`config.mk`:
```
export PLATFORM = sky130hd
export DESIGN_NAME = fetch_unit
export DESIGN_NICKNAME = d
export VERILOG_FILES = /design/src/rtl/fetch_unit.sv
export SDC_FILE = /design/constraint.sdc
export NUM_CORES = 1
export LEC_CHECK = 0
export ABC_CLOCK_PERIOD_IN_PS = 11500
export CAP_MARGIN = 10
export CORE_MARGIN = 10
export CORE_UTILIZATION = 48
export CTS_CLUSTER_DIAMETER = 150
export DETAILED_ROUTE_END_ITERATION = 10
export MAX_ROUTING_LAYER = met4
export PLACE_DENSITY = 0.86
export SLEW_MARGIN = 10
export SYNTH_ARGS = -nofsm -noshare
export SYNTH_HDL_FRONTEND = slang
export SYNTH_SLANG_ARGS = --single-unit
```
`constraint.sdc`:
```
create_clock -name clock -period 11.5 [get_ports clock]
set_input_delay 1.15 -clock clock [delete_from_list [all_inputs] [get_ports clock]]
set_output_delay 1.15 -clock clock [all_outputs]
set_load 0.02 [all_outputs]
```
`src/rtl/fetch_unit.sv`:
```
// rtl/fetch_unit.sv - instruction fetch front end: fetch PC, IM request, instruction buffer
module fetch_unit #(
  parameter logic [31:0] RESET_PC = 32'h0000_0000,
  parameter int          DEPTH    = 2
) (
  input  logic        clock,
  input  logic        reset,
  output logic        im_req,
  output logic [31:0] im_addr,
  input  logic [31:0] im_rdata,
  input  logic        redirect,
  input  logic [31:0] redirect_pc,
  input  logic        id_ready,
  output logic        id_valid,
  output logic [31:0] id_instruction,
  output logic [31:0] id_npc
);

  localparam int PTR_W = $clog2(DEPTH);
  localparam int CNT_W = $clog2(DEPTH + 1);
  localparam logic [CNT_W:0] DEPTH_C = (CNT_W + 1)'(DEPTH);

  // While a request is in flight, r_fetch_pc already holds that request's
  // address + 4, so it doubles as the npc recorded for the response.
  logic [31:0]      r_fetch_pc;
  logic             r_inflight;
  logic [CNT_W-1:0] r_count;
  logic [PTR_W-1:0] r_head;
  logic [PTR_W-1:0] r_tail;
  logic [31:0]      r_buf_instr [DEPTH];
  logic [31:0]      r_buf_npc   [DEPTH];

  logic [31:0]      w_target;
  logic             w_pop;
  logic             w_push;
  logic             w_issue;
  logic [CNT_W:0]   w_occ_after_pop;
  logic             w_unused;

  // Low address bits of the redirect target are ignored.
  assign w_target = {redirect_pc[31:2], 2'b00};
  assign w_unused = ^redirect_pc[1:0];

  assign id_valid       = (r_count != '0);
  assign id_instruction = id_valid ? r_buf_instr[r_head] : 32'h0000_0000;
  assign id_npc         = id_valid ? r_buf_npc[r_head]   : 32'h0000_0000;

  // A redirect discards the head and any response arriving this cycle.
  assign w_pop  = id_valid & id_ready & ~redirect;
  assign w_push = r_inflight & ~redirect;

  // Pop implies count >= 1, so this never underflows.
  assign w_occ_after_pop = {1'b0, r_count}
                         + {{CNT_W{1'b0}}, r_inflight}
                         - {{CNT_W{1'b0}}, w_pop};

  // Only issue when the response is guaranteed a free slot; a redirect always refetches.
  assign w_issue = ~reset & (redirect | (w_occ_after_pop < DEPTH_C));
  assign im_req  = w_issue;
  assign im_addr = redirect ? w_target : r_fetch_pc;

  // Fetch PC, in-flight flag and buffer pointers/occupancy.
  always_ff @(posedge clock) begin
    if (reset) begin
      r_fetch_pc <= RESET_PC;
      r_inflight <= 1'b0;
      r_count    <= '0;
      r_head     <= '0;
      r_tail     <= '0;
    end else if (redirect) begin
      r_fetch_pc <= w_target + 32'd4;
      r_inflight <= 1'b1;
      r_count    <= '0;
      r_head     <= '0;
      r_tail     <= '0;
    end else begin
      r_inflight <= w_issue;
      if (w_issue) begin
        r_fetch_pc <= r_fetch_pc + 32'd4;
      end
      if (w_push) begin
        r_tail <= r_tail + PTR_W'(1);
      end
      if (w_pop) begin
        r_head <= r_head + PTR_W'(1);
      end
      r_count <= r_count + CNT_W'(w_push) - CNT_W'(w_pop);
    end
  end

  // Buffer storage: capture the memory response with its npc at the tail.
  always_ff @(posedge clock) begin
    if (!reset && w_push) begin
      r_buf_instr[r_tail] <= im_rdata;
      r_buf_npc[r_tail]   <= r_fetch_pc;
    end
  end

endmodule

```
Word level (Yosys, flattened, before mapping)

Memories as Yosys holds them, arrays and structs flattened. A register that Yosys moved wholly into a read port is not among the register bits.
Index checks and enable logic that the tools add are counted.

Bits in registers: 37
Memory bits (writable): 128
Bits of input ports: 68
Output and inout port bits: 98
Word-level logic and storage cells: 40
Memories: 2

Memories:

| memory      | depth | bits a word | read ports | clocked after Yosys merged registers in | wr ports | line | text |
|---|---|---|---|---|---|---|---|
| r_buf_instr | 2     | 32          | 1          | 1                                       | 1        | 30   | `logic [31:0] r_buf_instr [DEPTH];` |
| r_buf_npc   | 2     | 32          | 1          | 1                                       | 1        | 31   | `logic [31:0] r_buf_npc [DEPTH];` |

$add $sub $neg: 8
Magnitude comparators: 1
Muxes and demuxes: 12
Bitwise logic cells: 7
Reduce and logical (&&, ||, !) cells: 5

Operators by type and width:

| operator              | number |
|---|---|
| $mux 32               | 5 |
| $add 32x3->32 const B | 2 |
| $mux 1                | 7 |
| $and 1x1->1           | 4 |
| $reduce_bool 2->1     | 2 |
| $add 2x1->3           | 1 |
| $lt 3x2->1 const B    | 1 |
| $sub 3x1->3           | 1 |
| $add 1x1->1 const B   | 2 |
| $add 2x1->2           | 1 |
| $not 1->1             | 2 |
| $reduce_or 2->1       | 1 |
| $sub 2x1->2           | 1 |
| $logic_and 1x1->1     | 1 |
| $logic_not 1->1       | 1 |
| $or 1x1->1            | 1 |

Depth between registers and ports, before layout

Gate-level depths: netlist of run 1.

Depth in word-level cells: 9
Gate-level depth with buffers: 14
Gate-level depth less buffers: 9

Worst setup path after synthesis of run 1

OpenSTA, ideal clock, no wires.

Kind: input to register
From: in redirect
To: mem r_buf_instr[0][0], enable pin
Library setup time: 482 ps
Data arrival time: 4750 ps
Data required time: 11018 ps
Path slack: 6268 ps
Stages: 8
Cells stage by stage: buf_6 buf_4 buf_6 buf_2 buf_1 nor2_1 nand2_1 nor2_1

Cells in the longest elaborated chain, start to end: 5

RTL lines:

| what                         | line | text |
|---|---|---|
| start, declared              | 11   | `input logic redirect,` |
| $not 1->1                    | 50   | `assign w_push = r_inflight & ~redirect;` |
| $and 1x1->1                  | 50   |  |
| $logic_and 1x1->1            | 93   | `if (!reset && w_push) begin` |
| $mux 1                       | 93   |  |
| $mux 1 (not written as such) | 94   | `r_buf_instr[r_tail] <= im_rdata;` |
| end, declared                | 30   |  |

No other way between the ends.

Final worst setup path of run 1

From: in redirect
To: out im_req

Cells in the longest elaborated chain, start to end: 6

RTL lines:

| what          | line | text |
|---|---|---|
| $not 1->1     | 49   | `assign w_pop = id_valid & id_ready & ~redirect;` |
| $and 1x1->1   | 49   |  |
| $sub 3x1->3   | 55   | `- {{CNT_W{1'b0}}, w_pop};` |
| $lt 3x2->1    | 58   | `assign w_issue = ~reset & (redirect \| (w_occ_after_pop < DEPTH_C));` |
| $or 1x1->1 *  | 58   |  |
| $and 1x1->1 * | 58   |  |
| end, declared | 8    | `output logic im_req,` |

Mark *: on every way between the ends. The rest lies on a longest branch, timed or not.

==> impl_metrics.env, run 1 <==
export IMPL_rows=45
export IMPL_worstSkewPairLatency_ns=0.42
export IMPL_cts_hold_fix_buffers=0
export IMPL_ys_seq_area_share_pct=59.2
export IMPL_synth_edf_count=124
export IMPL_power_density_mw_per_mm2=141
export IMPL_ant_nets=0
export IMPL_grt_use_total_pct=17.9
export IMPL_cts_resized=0
export IMPL_wl_per_cell_um=19.0
export IMPL_worstPathMaxFanout=81
export IMPL_drv_slew=0
export IMPL_via_count=5485
export IMPL_die_x_um=145
export IMPL_cts_sinks=160
export IMPL_ys_seq_elements=160
export IMPL_overflow=0
export IMPL_hpwl_um=13000
export IMPL_grt_max_degree=82
export IMPL_syn2layout_area_growth_pct=31.0
export IMPL_drive_above_1_share_pct=9.20
export IMPL_worstMarginPinSlew_ns=1.14
export IMPL_grt_pass1_wl_um=29900
export IMPL_netlist_instances=617
export IMPL_slew_headroom_pct=24.0
export IMPL_vias_per_cell=5.52
export IMPL_cts_htree_levels=4
export IMPL_status="completed"
export IMPL_synth_avg_cell_area_um2=12.2
export IMPL_path_clk_slew_ns=0.06
export IMPL_arrival_ns=4.30
export IMPL_die_area_mm2=0.0210
export IMPL_antenna_cells=0
export IMPL_drc=0
export IMPL_fin_crit_sh_pct=47.4
export IMPL_gp_congestion=0.855
export IMPL_async_flop_share_pct=0
export IMPL_final_common_cell="clkdlybuf4s50_1"
export IMPL_coreArea_mm2=0.0153
export IMPL_clock_skew_ns=0.00656
export IMPL_post_cts_repair_setup_buffers=0
export IMPL_cts_root_buffer="clkbuf_16"
export IMPL_die_y_um=145
export IMPL_end_kind="primary output"
export IMPL_final_cell_mix="158 x clkdlybuf4s50_1, 124 x edfxtp_1, 88 x nor2_1"
export IMPL_clockBufferDepth=2
export IMPL_fin_worst_hold_slack_ns=0.494
export IMPL_grt_pass1_vias=5627
export IMPL_firstDrtPassIters=5
export IMPL_maxCapViolations=0
export IMPL_synth_flop_cell="edfxtp_1"
export IMPL_crit_path_start_kind="input pin"
export IMPL_hold_violations=0
export IMPL_numCtsBuffers=17
export IMPL_portBuffers=159
export IMPL_finalNetCount=841
export IMPL_min_path_type="reg -> reg"
export IMPL_drt_iter0_markers=496
export IMPL_ys_types=61
export IMPL_fin_crit_ns=5.45
export IMPL_rsz0062_at_grt="false"
export IMPL_ios=166
export IMPL_p_leak_nw=3.45
export IMPL_syn_area_mm2=0.00751
export IMPL_ys_warn_count=0
export IMPL_wirelength_um=18800
export IMPL_max_freq_ghz=0.184
export IMPL_antenna_found_initial=0
export IMPL_required_ns=10.35
export IMPL_irDropWorstVdd_mv=0.0994
export IMPL_timing_setup_tns_ns=0
export IMPL_cts_tree="built"
export IMPL_critPathKind="in -> out"
export IMPL_start_util_pct=49.2
export IMPL_finalSetupViolCount=0
export IMPL_nFillCells=1147
-- cell type report --
| cell class | instances | area [um2] | area share, % |
|---|---|---|---|
| inverters | 23 | 86.3 | 0.878 |
| flip-flops and latches | 160 | 4450 | 45.2 |
| multi-input cells | 403 | 2820 | 28.7 |
| repair buffers | 165 | 1630 | 16.6 |
| clock buffers | 22 | 465 | 4.73 |
| well taps | 211 | 264 | 2.69 |
| clock inverters | 10 | 113 | 1.15 |
-- layer usage --
layer,share of wire [%],wire length (um),global-route usage (%)
met1,44,8230,22.0
met2,48,9110,28.7
met3,6.0,1140,3.91
met4,1.9,365,6.57
met5,0,0,-
-- synthesized netlist by cell type (9+ instances only) --
cell type,instances,area [um2]
a211oi_1,9,67.6
nor2_1,90,338
mux2i_1,79,791
inv_1,23,86.3
a21oi_1,9,45.0
nand2_1,45,169
edfxtp_1,124,3720
nand3_1,29,145
clkbuf_1,20,75.1
nor4_1,9,56.3
mux2_2,15,169
xnor2_1,15,131
dfxtp_1,36,721
-- where the power goes --
group	internal (mW)	total [mW]	switching (mW)
registers	0.645	0.664	0.0193
logic	0.0808	0.173	0.0923
clock network	0.332	0.548	0.217
total	1.06	1.39	0.329
-- kinds of logic (layout without fill, tap and decap cells) --
kind of cell / Yosys count / after routing / synth area share [%]
other cells: 1 / 4 / 0.0500
flops: 160 / 160 / 59.2
simple gates: 217 / 217 / 14.6
mux: 94 / 94 / 12.8
compound gates: 64 / 64 / 6.73
xor+xnor: 21 / 21 / 2.45
buf+inv: 57 / 220 / 3.62
fa+ha+maj: 3 / 3 / 0.600
-- state kept, by name, summed over array words and instances, names as in the netlist, named ones only --
signal       cells
r_inflight       1
r_buf_npc       60
r_fetch_pc      30
r_buf_instr     64
r_tail           1
r_count          2
r_head           1
-- critical path, stage by stage --
cell	delay (ns)
buf_2	0.09
buf_4	0.39
or4_1	0.68
a21boi_0	0.25
fa_1	0.54
o21ai_2	0.19
nand2_1	0.25
inv_1	0.13
clkdlybuf4s50_1	0.62
-- final timing paths --
check / end / start / slack (ns) / cells past startpoint
setup reg to reg: r_fetch_pc[23] / r_count[1] / 8.15 / 8
hold / removal: r_buf_npc[0][30] / r_fetch_pc[30] / 0.49 / 0
hold reg to reg: r_buf_npc[0][30] / r_fetch_pc[30] / 0.49 / 0
setup / recovery: im_req / redirect / 6.05 / 9
-- per-stage QoR --
step | utilization (%) | instance area [um2] | setup slack, ns | total power [mW] | instances
2_1_floorplan | - | 7520 | 6.27 | 0.766 | 620
3_3_place_gp | 60.6 | 9250 | 6.17 | 0.843 | 962
3_5_place_dp | 60.6 | 9250 | 6.11 | 0.849 | 962
4_1_cts | 64.4 | 9830 | 6.08 | 1.39 | 994
5_1_grt | 64.4 | 9830 | 5.92 | 1.43 | 994
6_report | 64.4 | 9830 | 6.05 | 1.39 | 994
(Power assumes the default switching activity.)
==> run 2, diff against run 1 <==
--- a/config.mk
+++ b/config.mk
@@ -5,14 +5,14 @@
 export SDC_FILE = /design/constraint.sdc
 export NUM_CORES = 1
 export LEC_CHECK = 0
-export ABC_CLOCK_PERIOD_IN_PS = 11500
+export ABC_CLOCK_PERIOD_IN_PS = 5000
 export CAP_MARGIN = 10
 export CORE_MARGIN = 10
-export CORE_UTILIZATION = 48
+export CORE_UTILIZATION = 46
 export CTS_CLUSTER_DIAMETER = 150
 export DETAILED_ROUTE_END_ITERATION = 10
 export MAX_ROUTING_LAYER = met4
-export PLACE_DENSITY = 0.86
+export PLACE_DENSITY = 0.87
 export SLEW_MARGIN = 10
 export SYNTH_ARGS = -nofsm -noshare
 export SYNTH_HDL_FRONTEND = slang
==> constraint.sdc (replaced) <==
create_clock -name clock -period 5 [get_ports clock]
set_input_delay 0.5 -clock clock [delete_from_list [all_inputs] [get_ports clock]]
set_output_delay 0.5 -clock clock [all_outputs]
set_load 0.02 [all_outputs]
==> run 2 against run 1 <==
Flip-flop and latch count did not move; final area rose by 0.34%; die area rose by 3.7%; critical path type is now reg -> out; core utilization fell by 2.6 points; wire length up 2.7%; largest power group unchanged; sequential share of layout area down 0.15 points; hold slack gained 0.0086 ns; global-route usage barely moved; power grew 130%; first-iteration DRC count is 9.9% lower.
==> impl_metrics.env, run 2 (same netlist as run 1, synthesis figures left out) <==
export IMPL_grt_use_total_pct=18.0
export IMPL_final_common_cell="clkdlybuf4s50_1"
export IMPL_finalNetCount=841
export IMPL_grt_pass1_wl_um=29900
export IMPL_via_count=5450
export IMPL_clockBufferDepth=2
export IMPL_critPathKind="reg -> out"
export IMPL_die_y_um=148
export IMPL_gp_congestion=0.848
export IMPL_cts_sinks=160
export IMPL_coreArea_mm2=0.0159
export IMPL_grt_pass1_vias=5504
export IMPL_post_cts_repair_setup_buffers=0
export IMPL_start_util_pct=47.1
export IMPL_crit_path_start_kind="flop"
export IMPL_post_route_util_pct=61.9
export IMPL_p_leak_nw=3.46
export IMPL_timing_setup_tns_ns=0
export IMPL_slew_headroom_pct=25.2
export IMPL_worstMarginPinSlew_ns=1.12
export IMPL_arrival_ns=3.56
export IMPL_die_area_mm2=0.0218
export IMPL_finalSetupViolCount=0
export IMPL_fin_crit_ns=4.06
export IMPL_cpMostUsedCell="inv_1"
export IMPL_grt_max_degree=80
export IMPL_maxCapViolations=0
export IMPL_vias_per_cell=5.46
export IMPL_cts_htree_levels=4
export IMPL_syn2layout_area_growth_pct=31.4
export IMPL_drc=0
export IMPL_fin_crit_sh_pct=81.2
export IMPL_cp_slowest_stage_delay_ns=0.62
export IMPL_drive_above_1_share_pct=9.58
export IMPL_clock_skew_ns=0.00704
export IMPL_reg_top3="r_buf_instr (64), r_buf_npc (60), r_fetch_pc (30)"
export IMPL_startpoint="r_count[1]"
export IMPL_worstPathMaxFanout=7
export IMPL_wl_per_cell_um=19.4
export IMPL_required_ns=4.50
export IMPL_die_x_um=148
export IMPL_final_cell_mix="158 x clkdlybuf4s50_1, 124 x edfxtp_1, 88 x nor2_1"
export IMPL_hpwl_um=13200
export IMPL_path_cells="inv_1 > or4_1 > a21boi_0 > fa_1 > o21ai_2 > nand2_1 > inv_1 > clkdlybuf4s50_1"
export IMPL_path_clk_slew_ns=0.06
export IMPL_ant_nets=0
export IMPL_total_power_mw=3.24
export IMPL_min_from="r_fetch_pc[30]"
export IMPL_r2r_start="r_count[1]"
export IMPL_largest_reg_flops=64
export IMPL_rows=46
export IMPL_wirelength_um=19300
export IMPL_cts_tree="built"
export IMPL_portBuffers=159
export IMPL_antenna_found_initial=0
export IMPL_irDropWorstVdd_mv=0.244
export IMPL_worstSkewPairLatency_ns=0.43
export IMPL_hold_violations=0
export IMPL_firstDrtPassIters=6
export IMPL_rsz0062_at_grt="false"
export IMPL_drv_slew=0
export IMPL_min_path_type="reg -> reg"
export IMPL_ios=166
export IMPL_cts_resized=0
export IMPL_cts_root_buffer="clkbuf_16"
export IMPL_status="completed"
export IMPL_overflow=0
export IMPL_numCtsBuffers=17
export IMPL_cts_hold_fix_buffers=0
export IMPL_max_freq_ghz=0.246
export IMPL_antenna_cells=0
export IMPL_power_density_mw_per_mm2=329
export IMPL_end_kind="primary output"
export IMPL_slowest_stage="clkdlybuf4s50_1"
export IMPL_top_register="r_buf_instr"
export IMPL_drt_iter0_markers=447
[run 2: critical path: cells and delay by family, from the launching register on]
family                     cells  cell delay, ns
DFF                            1            0.46
AOI/OAI and AO/OA              2            0.42
buffers and inverters          3            0.89
adders and majority gates      1            0.54
and+or+nand+nor                2            0.82
[run 2: worst paths after layout]
| kind | endpoint | slack, ns | depth (start not counted) |
|---|---|---|---|
| max | im_req | 0.94 | 8 |
| min | r_buf_npc[1][30] | 0.50 | 0 |
| max reg2reg | r_fetch_pc[23] | 1.65 | 8 |
| min reg2reg | r_buf_npc[1][30] | 0.50 | 0 |
[run 2: area by class of cell]
class                   count  area, um2
clock buffers              19        443
clock inverters            13        163
fillers                  1251       6080
inverters                  23       86.3
multi-input cells         403       2820
flip-flops and latches    160       4450
well taps                 216        270
repair buffers            165       1630
[run 2: routing by layer]
| layer | vias to the layer above | share of wire, % | global-route usage (%) |
|---|---|---|---|
| li1 | 2581 | - | - |
| met4 | 0 | 1.5 | 5.90 |
| met1 | 2613 | 40 | 20.4 |
| met3 | 25 | 7.6 | 5.10 |
| met5 | - | 0 | - |
| met2 | 231 | 51 | 30.1 |
[run 2: report_power, final]
| group | internal [mW] | switching, mW |
|---|---|---|
| registers | 1.48 | 0.0463 |
| clock network | 0.799 | 0.519 |
| logic | 0.186 | 0.211 |
[run 2: stage by stage]
step / area (um2) / setup WS (ns) / hold WS [ns] / std cells
after floorplan: 7520 / 0.418 / 0.443 / 620
after global placement: 9260 / 1.02 / 0.479 / 967
after detailed placement: 9260 / 1.00 / 0.478 / 967
after CTS: 9860 / 0.944 / 0.495 / 999
after global routing: 9860 / 0.796 / 0.510 / 999
final: 9860 / 0.938 / 0.502 / 999
